## src/rtl/fifo_readout.sv

```systemverilog
// fifo_readout: pops the FIFO with registered read_n pulses and sends each word on tx_out as start, data LSB-first, odd parity, stop; reports tx_busy and frame_count
module fifo_readout #(
  parameter int FIFO_WIDTH   = 63,
  parameter int CLKS_PER_BIT = 4,
  parameter int READ_PULSE   = 2
) (
  input  logic                  clk,
  input  logic                  reset_n,
  input  logic [FIFO_WIDTH-1:0] fifo_data,
  input  logic                  fifo_empty,
  input  logic                  tx_enable,
  output logic                  read_n,
  output logic                  tx_out,
  output logic                  tx_busy,
  output logic [15:0]           frame_count
);
  localparam int CW = $clog2((CLKS_PER_BIT > READ_PULSE ? CLKS_PER_BIT : READ_PULSE) + 1);
  localparam int BW = $clog2(FIFO_WIDTH + 1);
  typedef enum logic [2:0] {IDLE, READ, CAPTURE, START, DATA, PARITY, STOP} state_t;
  state_t state, state_d;
  logic [1:0] sync;
  logic [CW-1:0] cnt, cnt_d;
  logic [BW-1:0] bit_cnt, bit_d;
  logic [FIFO_WIDTH-1:0] sh, sh_d;
  logic par, par_d, rd_d, tx_d, last;
  logic [15:0] fc_d;
  logic empty_s;
  assign empty_s = sync[1];
  assign tx_busy = state != IDLE;
  assign last = cnt == CW'(CLKS_PER_BIT - 1);
  always_comb begin
    state_d = state;
    cnt_d = cnt + CW'(1);
    bit_d = bit_cnt;
    sh_d = sh;
    par_d = par;
    rd_d = read_n;
    tx_d = tx_out;
    fc_d = frame_count;
    case (state)
      IDLE: begin
        cnt_d = '0;
        if (tx_enable && !empty_s) begin
          state_d = READ;
          rd_d = 1'b0;
        end
      end
      READ: if (cnt == CW'(READ_PULSE - 1)) begin
        state_d = CAPTURE;
        rd_d = 1'b1;
        cnt_d = '0;
      end
      CAPTURE: begin
        state_d = START;
        sh_d = fifo_data;
        par_d = ~^fifo_data;
        tx_d = 1'b0;
        cnt_d = '0;
      end
      START: if (last) begin
        state_d = DATA;
        tx_d = sh[0];
        bit_d = '0;
        cnt_d = '0;
      end
      DATA: if (last) begin
        cnt_d = '0;
        bit_d = bit_cnt + BW'(1);
        if (bit_cnt == BW'(FIFO_WIDTH - 1)) begin
          state_d = PARITY;
          tx_d = par;
        end else begin
          sh_d = sh >> 1;
          tx_d = sh_d[0];
        end
      end
      PARITY: if (last) begin
        state_d = STOP;
        tx_d = 1'b1;
        cnt_d = '0;
      end
      STOP: if (last) begin
        state_d = IDLE;
        fc_d = frame_count + 16'd1;
        cnt_d = '0;
      end
      default: state_d = IDLE;
    endcase
  end
  always_ff @(posedge clk or negedge reset_n) begin
    if (!reset_n) begin
      state <= IDLE;
      sync <= 2'b11;
      cnt <= '0;
      bit_cnt <= '0;
      sh <= '0;
      par <= 1'b0;
      read_n <= 1'b1;
      tx_out <= 1'b1;
      frame_count <= '0;
    end else begin
      state <= state_d;
      sync <= {sync[0], fifo_empty};
      cnt <= cnt_d;
      bit_cnt <= bit_d;
      sh <= sh_d;
      par <= par_d;
      read_n <= rd_d;
      tx_out <= tx_d;
      frame_count <= fc_d;
    end
  end
endmodule
```

## config.mk

```make
export PLATFORM = sky130hd
export DESIGN_NAME = fifo_readout
export DESIGN_NICKNAME = d
export VERILOG_FILES = /design/src/rtl/fifo_readout.sv
export SDC_FILE = /design/constraint.sdc
export NUM_CORES = 1
export LEC_CHECK = 0
export ABC_CLOCK_PERIOD_IN_PS = 3100
export BUFFER_PORTS_ARGS = -buffer_cell sky130_fd_sc_hd__clkbuf_2
export CAP_MARGIN = 10
export CELL_PAD_IN_SITES_DETAIL_PLACEMENT = 1
export CELL_PAD_IN_SITES_GLOBAL_PLACEMENT = 2
export CORE_ASPECT_RATIO = 1.4
export CORE_MARGIN = 10
export CORE_UTILIZATION = 38
export CTS_BUF_LIST = sky130_fd_sc_hd__clkbuf_8
export CTS_CLUSTER_SIZE = 8
export DETAILED_ROUTE_END_ITERATION = 8
export PLACE_DENSITY = 0.95
export SLEW_MARGIN = 20
export SYNTH_ARGS = -nofsm -noshare
export SYNTH_HDL_FRONTEND = slang
export SYNTH_SLANG_ARGS = --single-unit
export TNS_END_PERCENT = 5
```

## constraint.sdc

```tcl
create_clock -name clk -period 3.1 [get_ports clk]
set_clock_uncertainty 0.05 [all_clocks]
set_input_delay 0.62 -clock clk [delete_from_list [all_inputs] [get_ports clk]]
set_output_delay 0.62 -clock clk [all_outputs]
set_load 0.02 [all_outputs]
```

==> Implementation_results.wiki, run 1 <==
{| class="wikitable"
! Metric !! Value
|-
| Proportion of power drawn by combinational gates || ~48%
|-
| Overflow after GRT || 0
|-
| Highest achievable clock rate || 0.4379 GHz
|-
| Most frequent cell after synthesis || sky130_fd_sc_hd__nand2_1
|-
| Overall fraction of global-route tracks in use || between 10% and 20%
|-
| Area share of the largest cell type after synthesis || roughly 45%
|-
| Sequential element share of the synthesized area || 47.47%
|-
| Pins over their slew limit || 0
|-
| Total setup violations reported at the end of the flow || 0
|-
| Kind of path behind the tightest hold check || input port to asynchronous set/reset pin
|-
| Net switching share of the total power || between 40% and 50%
|-
| Sw Pwr || 2.332 mW
|-
| First-pass GRT wire length || around 22000 µm
|-
| Number of placed I/O pins || 86
|-
| Antenna viol nets, final || 0
|-
| Wirelength, routed || about 13000 µm
|-
| Result of the run || complete, no violations
|-
| Post-synthesis cell type count || 38
|-
| Final weighted congestion in routability-driven placement || approximately 0.81
|-
| Max Root-Sink Buffers || 2
|-
| Via count of the first global-routing pass || ~4600
|-
| Pwr per Cell Area || ~940 mW/mm²
|-
| Internal power || 3.216 mW
|-
| Total power draw || approximately 5.5 mW
|-
| Critical Setup Path Class || register to register
|-
| Required @ worst endpoint || ~3.3 ns
|-
| Post-CTS Setup Repair Bufs || 0
|-
| Pin count of the biggest net entering global routing || 65
|-
| TritonCTS sink count || 96
|-
| H-tree depth reported by CTS || 3
|-
| Crit Reg-Reg Startpoint || state[1]
|-
| PnR worst setup slack || 0.8164 ns
|-
| Largest driver fanout on the critical path || 35
|-
| Mean routed wirelength per cell || about 16 µm
|-
| Depth of the worst register-to-register path || 7
|-
| Number of detailed-route iterations in the first pass || 4
|-
| Ys flop type || sky130_fd_sc_hd__dfrtp_1
|-
| Worst slew margin relative to its limit || 52.04%
|-
| Peak supply drop || 0.3033 mV
|-
| Worst slack after detailed placement || 0.5470 ns
|-
| Reg2Reg Setup Slack || 0.82 ns
|-
| Number of clock buffers inserted by TritonCTS || 9
|-
| Antenna violations before repair || 0
|-
| Post-Synthesis Cell Area || just over 0.005 mm²
|-
| Count of routing violations after the opening detailed-route iteration || 141
|-
| Launch point of the critical path || state[1]
|-
| Element type at the critical path end || register
|-
| Synth cell count leaders || sky130_fd_sc_hd__nand2_1 (143), sky130_fd_sc_hd__dfrtp_1 (92), sky130_fd_sc_hd__nor2_1 (81)
|-
| Horiz. Die Dim || between 100 and 150 µm
|-
| Time the final worst path needs with I/O delays and setup || around 2.3 ns
|-
| Die footprint || around 0.018 mm²
|-
| Seq pwr share || approximately 37%
|-
| Clock tree from TritonCTS || done
|-
| Final Cell Area || about 0.0059 mm²
|-
| Clock latency of the later-clocked register in the worst-skew pair || between 0.3 and 0.4 ns
|-
| Post-layout nets || between 700 and 800
|-
| Setup_tns || 0 ns
|-
| End of the worst register-to-register path || sh[43]
|-
| Critical path arrival || about 2.5 ns
|-
| Transition time at the pin with the least slew margin || just over 0.7 ns
|-
| Area inside the core boundary || 0.01294 mm²
|-
| PostCTS Resize Cnt || 0
|-
| Hold-fix buffers, CTS || 0
|-
| Detailed placement HPWL || 9730 µm
|-
| FFs w/ async S/R, synth || between 90% and 100%
|-
| Clock power frac || approximately 15%
|-
| Final Hold Viols || 0
|-
| Clock tree root buffer cell || sky130_fd_sc_hd__clkbuf_8
|-
| Number of placement rows || between 40 and 50
|-
| Period utilization || around 74%
|-
| Yosys warns || 0
|-
| Filler Cells Inserted || between 1500 and 2000
|-
| Mean instance size in the synthesized netlist || ~8.9 µm²
|-
| Antenna cell count || 0
|-
| Utilization after layout || between 40 and 50%
|-
| Die extent in y || 156.7 µm
|-
| Startpoint type of the worst setup path || register
|-
| Count of max-cap constraint violations || 0
|-
| Most area-hungry cell type in the Yosys netlist || sky130_fd_sc_hd__dfrtp_1
|-
| Cell count after synthesis || around 570
|-
| Termination of the worst setup path || sh[43]
|-
| Total of buffers placed on input and output ports || 85
|-
| Ratio of cells with drive above 1 in the final layout || a little under a fifth
|-
| Via count || 4137
|-
| Setup repair after global routing missed its margin || false
|-
| Post-synth EDFFs || 0
|-
| Placed cell areas || around 0.0057 mm²
|-
| Via/cell ratio || roughly 5.0
|-
| Dominant cells by area after synthesis || sky130_fd_sc_hd__dfrtp_1 (45%), sky130_fd_sc_hd__nand2_1 (11%), sky130_fd_sc_hd__xnor2_1 (9.7%)
|-
| Layout-stage area growth over the synthesis result || 16.28%
|-
| Initial standard-cell utilization of the core || about two fifths
|-
| Synthesized Nets || ~650
|-
| Final routed DRC violation total || 0
|-
| Leak pwr || 2.669 nW
|-
| Seq cells post-synth || 96
|-
| Clock edge transition at the registers on the reported setup and hold paths || ~0.10 ns
|}
[sequential cells by signal, indices dropped and copies added (netlist names), 2 cells and up]
register	flops
bit_cnt	6
state	3
frame_count	16
sh	63
sync	2
cnt	3
[cell usage in the layout (no fill, tap or decap), types with 2 or more instances in the layout]
cell and instances:
sky130_fd_sc_hd__buf_4 12, sky130_fd_sc_hd__nor2b_1 2, sky130_fd_sc_hd__o31ai_1 3, sky130_fd_sc_hd__a31oi_1 62
sky130_fd_sc_hd__nand3_1 9, sky130_fd_sc_hd__xnor3_1 5, sky130_fd_sc_hd__ha_1 9, sky130_fd_sc_hd__dfrtp_1 92
sky130_fd_sc_hd__clkbuf_8 10, sky130_fd_sc_hd__clkinvlp_4 2, sky130_fd_sc_hd__a21oi_1 8, sky130_fd_sc_hd__nor3_1 3
sky130_fd_sc_hd__o22ai_1 3, sky130_fd_sc_hd__and3_1 4, sky130_fd_sc_hd__clkbuf_2 84, sky130_fd_sc_hd__nand2_1 143
sky130_fd_sc_hd__inv_1 10, sky130_fd_sc_hd__dfstp_2 4, sky130_fd_sc_hd__nand4_1 5, sky130_fd_sc_hd__nor2_1 80
sky130_fd_sc_hd__xor2_1 15, sky130_fd_sc_hd__o21ai_0 6, sky130_fd_sc_hd__nand2b_1 3, sky130_fd_sc_hd__a21o_1 2
sky130_fd_sc_hd__xnor2_1 56, sky130_fd_sc_hd__xnor2_2 2
[metrics by stage]
stage	instances	hold slack, ns
6_report	829	0.2603
3_3_place_gp	814	0.2964
5_1_grt	829	0.2610
2_1_floorplan	572	0.2744
3_5_place_dp	814	0.2991
4_1_cts	829	0.2684
[power by group through the flow]
stage	clock [mW]	combinational, mW	sequential, mW
2_1_floorplan	0	2.03	2.02
4_1_cts	0.877	2.69	2.07
5_1_grt	0.925	3.03	2.14
6_report	0.846	2.64	2.06
3_5_place_dp	0	2.69	2.09
3_3_place_gp	0	2.56	2.06
[worst max-delay path, stage by stage (launching register included)]
cell,delay (ns)
sky130_fd_sc_hd__dfrtp_1,0.38
sky130_fd_sc_hd__nand2b_1,0.23
sky130_fd_sc_hd__or2_2,0.48
sky130_fd_sc_hd__nor2_1,0.30
sky130_fd_sc_hd__o22a_4,0.23
sky130_fd_sc_hd__buf_4,0.32
sky130_fd_sc_hd__nor2_1,0.07
sky130_fd_sc_hd__a31oi_1,0.16
[routing by layer]
metal	GRT usage [%]	routed length, µm
met1	16.58	5588
met2	26.72	6872
met3	3.133	448
met4	3.424	106
met5	0	0
[area by class of cell]
| type | instances | area [µm²] | share of cell area, % |
|---|---|---|---|
| timing repair buffer | 97 | 530.5 | 8.996 |
| clock buffer | 10 | 137.6 | 2.334 |
| sequential | 96 | 2407 | 40.82 |
| clock inverter | 5 | 57.56 | 0.9760 |
| multi-input combinational | 434 | 2507 | 42.52 |
| tap | 178 | 222.7 | 3.777 |
| inverter | 9 | 33.78 | 0.5729 |
[how the worst min path moves through the flow]
stage,from,to,slack (ns),depth (start not counted)
finish,reset_n,state[2],0.26,1
global route,fifo_empty,sync[0],0.26,1
CTS,reset_n,cnt[1],0.27,1
detailed placement,sync[0],sync[1],0.30,0
global placement,sync[0],sync[1],0.30,0
floorplan,reset_n,bit_cnt[0],0.27,0
[kinds of logic after synthesis]
family	count (synthesis)	synth area share (%)
flip-flops	96	47.47
adder cells (fa/ha/maj)	9	2.221
multiplexers	2	0.4194
XOR/XNOR	78	15.12
AND/OR/NAND/NOR	255	20.23
buffers and inverters	42	3.405
AO/OA/AOI/OAI	90	11.13
(Power assumes the default switching activity.)
==> run 2: changes to the inputs <==
ABC_CLOCK_PERIOD_IN_PS = 2000   (was 3100)
CORE_UTILIZATION = 32   (was 38)
PLACE_DENSITY = 0.87   (was 0.95)
clock period = 2 ns   (was 3.1 ns; I/O delays follow)
==> run 2 against run 1 <==
  * Largest cell class unchanged
  * Hold slack got worse by 0.20 ns
  * Highest routed layer unchanged
  * Combinational power rose by 73%
  * Sequential cell count did not move
  * Critical endpoint is now par
==> Implementation_results.wiki, run 2 (same netlist as run 1, synthesis figures left out) <==
{| class="wikitable"
! Metric !! Value
|-
| Result of the run || complete, no violations
|-
| End of the worst register-to-register path || frame_count[15]
|-
| Cell with the largest stage delay on the worst path || sky130_fd_sc_hd__xnor3_1
|-
| Antenna violations before repair || 0
|-
| Number of clock buffers inserted by TritonCTS || 9
|-
| Largest driver fanout on the critical path || 2
|-
| Peak supply drop || roughly 0.66 mV
|-
| Total power draw || around 9.0 mW
|-
| Final Hold Viols || 0
|-
| Clock latency of the later-clocked register in the worst-skew pair || 0.38 ns
|-
| Number of placement rows || 54
|-
| Overflow after GRT || 0
|-
| Critical Setup Path Class || input port to register
|-
| Final standard cell count with taps included and fillers excluded || between 800 and 900
|-
| Area inside the core boundary || about 0.016 mm²
|-
| Setup repair after global routing missed its margin || true
|-
| Ratio of cells with drive above 1 in the final layout || a little under a quarter
|-
| Hold-critical path endpoint || sync[0]
|-
| Mean routed wirelength per cell || between 15 and 20 µm
|-
| Kind of path behind the tightest hold check || input port to register
|-
| Pins over their slew limit || 0
|-
| Horiz. Die Dim || 126.4 µm
|-
| Total setup violations reported at the end of the flow || 0
|-
| Leak pwr || ~2.9 nW
|-
| Cell mode on critical path || sky130_fd_sc_hd__xnor3_1
|-
| Reg2Reg Setup Slack || roughly 0.12 ns
|-
| Critical path arrival || 2.17 ns
|-
| Overall fraction of global-route tracks in use || between 10% and 20%
|-
| Antenna cell count || 0
|-
| Depth of the worst register-to-register path || 8
|-
| Initial standard-cell utilization of the core || roughly a third
|-
| Layout-stage area growth over the synthesis result || 24.25%
|-
| Filler Cells Inserted || 1847
|-
| Highest achievable clock rate || 0.5192 GHz
|-
| Pin count of the biggest net entering global routing || 65
|-
| Startpoint type of the worst setup path || input port
|-
| Via count of the first global-routing pass || 4712
|-
| Sequential cell area || about 0.0024 mm²
|-
| Via count || 4325
|-
| Antenna viol nets, final || 0
|-
| Number of detailed-route iterations in the first pass || 4
|-
| Top reg by flops || sh
|-
| Final routed DRC violation total || 0
|-
| Count of routing violations after the opening detailed-route iteration || about 180
|-
| Wirelength, routed || between 10000 and 15000 µm
|-
| Worst slew margin relative to its limit || between 60% and 70%
|-
| Cell-by-cell trace of the critical path || clkbuf_2, xnor2_4, xnor3_1, xnor3_1, xnor3_1, xnor3_1, a21oi_1
|-
| Post-layout nets || approximately 750
|-
| Largest registers || sh: 63 flops, frame_count: 16 flops, bit_cnt: 6 flops
|-
| Detailed placement HPWL || 10550 µm
|-
| Cell count after placement || approximately 860
|-
| Flip-flop count of the largest register after layout || 63
|-
| Worst hold start || fifo_empty
|-
| Crit Reg-Reg Startpoint || cnt[0]
|-
| Via/cell ratio || 4.932
|-
| Time the final worst path needs with I/O delays and setup || slightly below 2 ns
|-
| Worst Hold Path Cells || 1
|-
| Placed cell areas || between 0.005 and 0.006 mm²
|-
| Total of buffers placed on input and output ports || 85
|-
| TritonCTS sink count || 96
|-
| Area of the multi-input gates || 0.002592 mm²
|-
| Element type at the critical path end || register
|-
| Transition time at the pin with the least slew margin || roughly 0.45 ns
|-
| Clock tree from TritonCTS || done
|-
| CP max stage delay || between 0.4 and 0.5 ns
|-
| Final weighted congestion in routability-driven placement || between 0.7 and 0.8
|-
| Number of placed I/O pins || between 80 and 90
|-
| H-tree depth reported by CTS || 3
|-
| Count of max-cap constraint violations || 0
|-
| Clock edge transition at the registers on the reported setup and hold paths || 0.10 ns
|-
| Die extent in y || ~170 µm
|-
| Final Cell Area || between 0.006 and 0.007 mm²
|-
| First-pass GRT wire length || 22880 µm
|-
| Clock tree root buffer cell || sky130_fd_sc_hd__clkbuf_8
|-
| Die footprint || 0.02135 mm²
|-
| Required @ worst endpoint || between 2 and 2.5 ns
|-
| Pwr per Cell Area || 1432 mW/mm²
|-
| Most common cell after layout, fill and taps aside || sky130_fd_sc_hd__nand2_1
|-
| Max Root-Sink Buffers || 2
|-
| Commonest cells after routing, fill and taps aside || sky130_fd_sc_hd__nand2_1 (142), sky130_fd_sc_hd__dfrtp_1 (91), sky130_fd_sc_hd__clkbuf_2 (84)
|-
| Period utilization || 96.31%
|}
==> run 2: metal layers <==
metal / up-vias / share of wire, % / global-route usage [%]
met5: - / 0 / 0
met4: 0 / 1.3 / 3.672
met2: 69 / 54 / 23.40
met3: 13 / 3.9 / 2.876
li1: 2111 / - / -
met1: 2132 / 40 / 14.31
==> run 2: what timing repair did <==
item	CTS	global route
setup endpoints to repair	3	41
endpoints found under the hold margin	25	0
setup buffers	1	2
pin swaps	0	3
gates resized for setup	2	14
hold buffers	1	0
==> run 2: worst max-delay path by stage <==
stage | start | to
detailed placement | fifo_data[13] | par
finish | fifo_data[13] | par
floorplan | fifo_data[54] | par
global route | cnt[0] | frame_count[15]
global placement | fifo_data[13] | par
CTS | fifo_data[13] | par
==> run 2: critical path: cells and delay by family <==
kind / cells / cell delay (ns)
compound gates: 1 / 0.15
xor+xnor: 5 / 1.49
buf+inv: 1 / 0.13
==> run 2: layout make-up <==
class | instances | share of cell area [%]
flip-flops and latches | 96 | 38.22
clock buffers | 9 | 1.966
inverters | 9 | 0.5361
well taps | 196 | 3.892
clock inverters | 7 | 1.132
multi-input cells | 434 | 41.14
repair buffers | 126 | 13.11
==> run 2: metrics by stage <==
step	utilization (%)	worst slack [ns]	hold slack (ns)	TNS, ns
2_1_floorplan	-	0.002792	0.05441	0
3_3_place_gp	38.40	-0.2754	0.2978	-0.2754
3_5_place_dp	38.40	-0.3882	0.2988	-0.4654
4_1_cts	39.80	0.004021	0.04160	0
5_1_grt	40.37	-0.007155	0.04881	-0.009557
6_report	40.37	0.07390	0.05576	0
==> run 2: report_power, final <==
group	total, mW	switching, mW	leakage [nW]	internal [mW]
Combinational	4.57	2.57	1.66	2.00
Sequential	3.19	0.453	1.11	2.73
Clock	1.27	0.780	0.0926	0.487
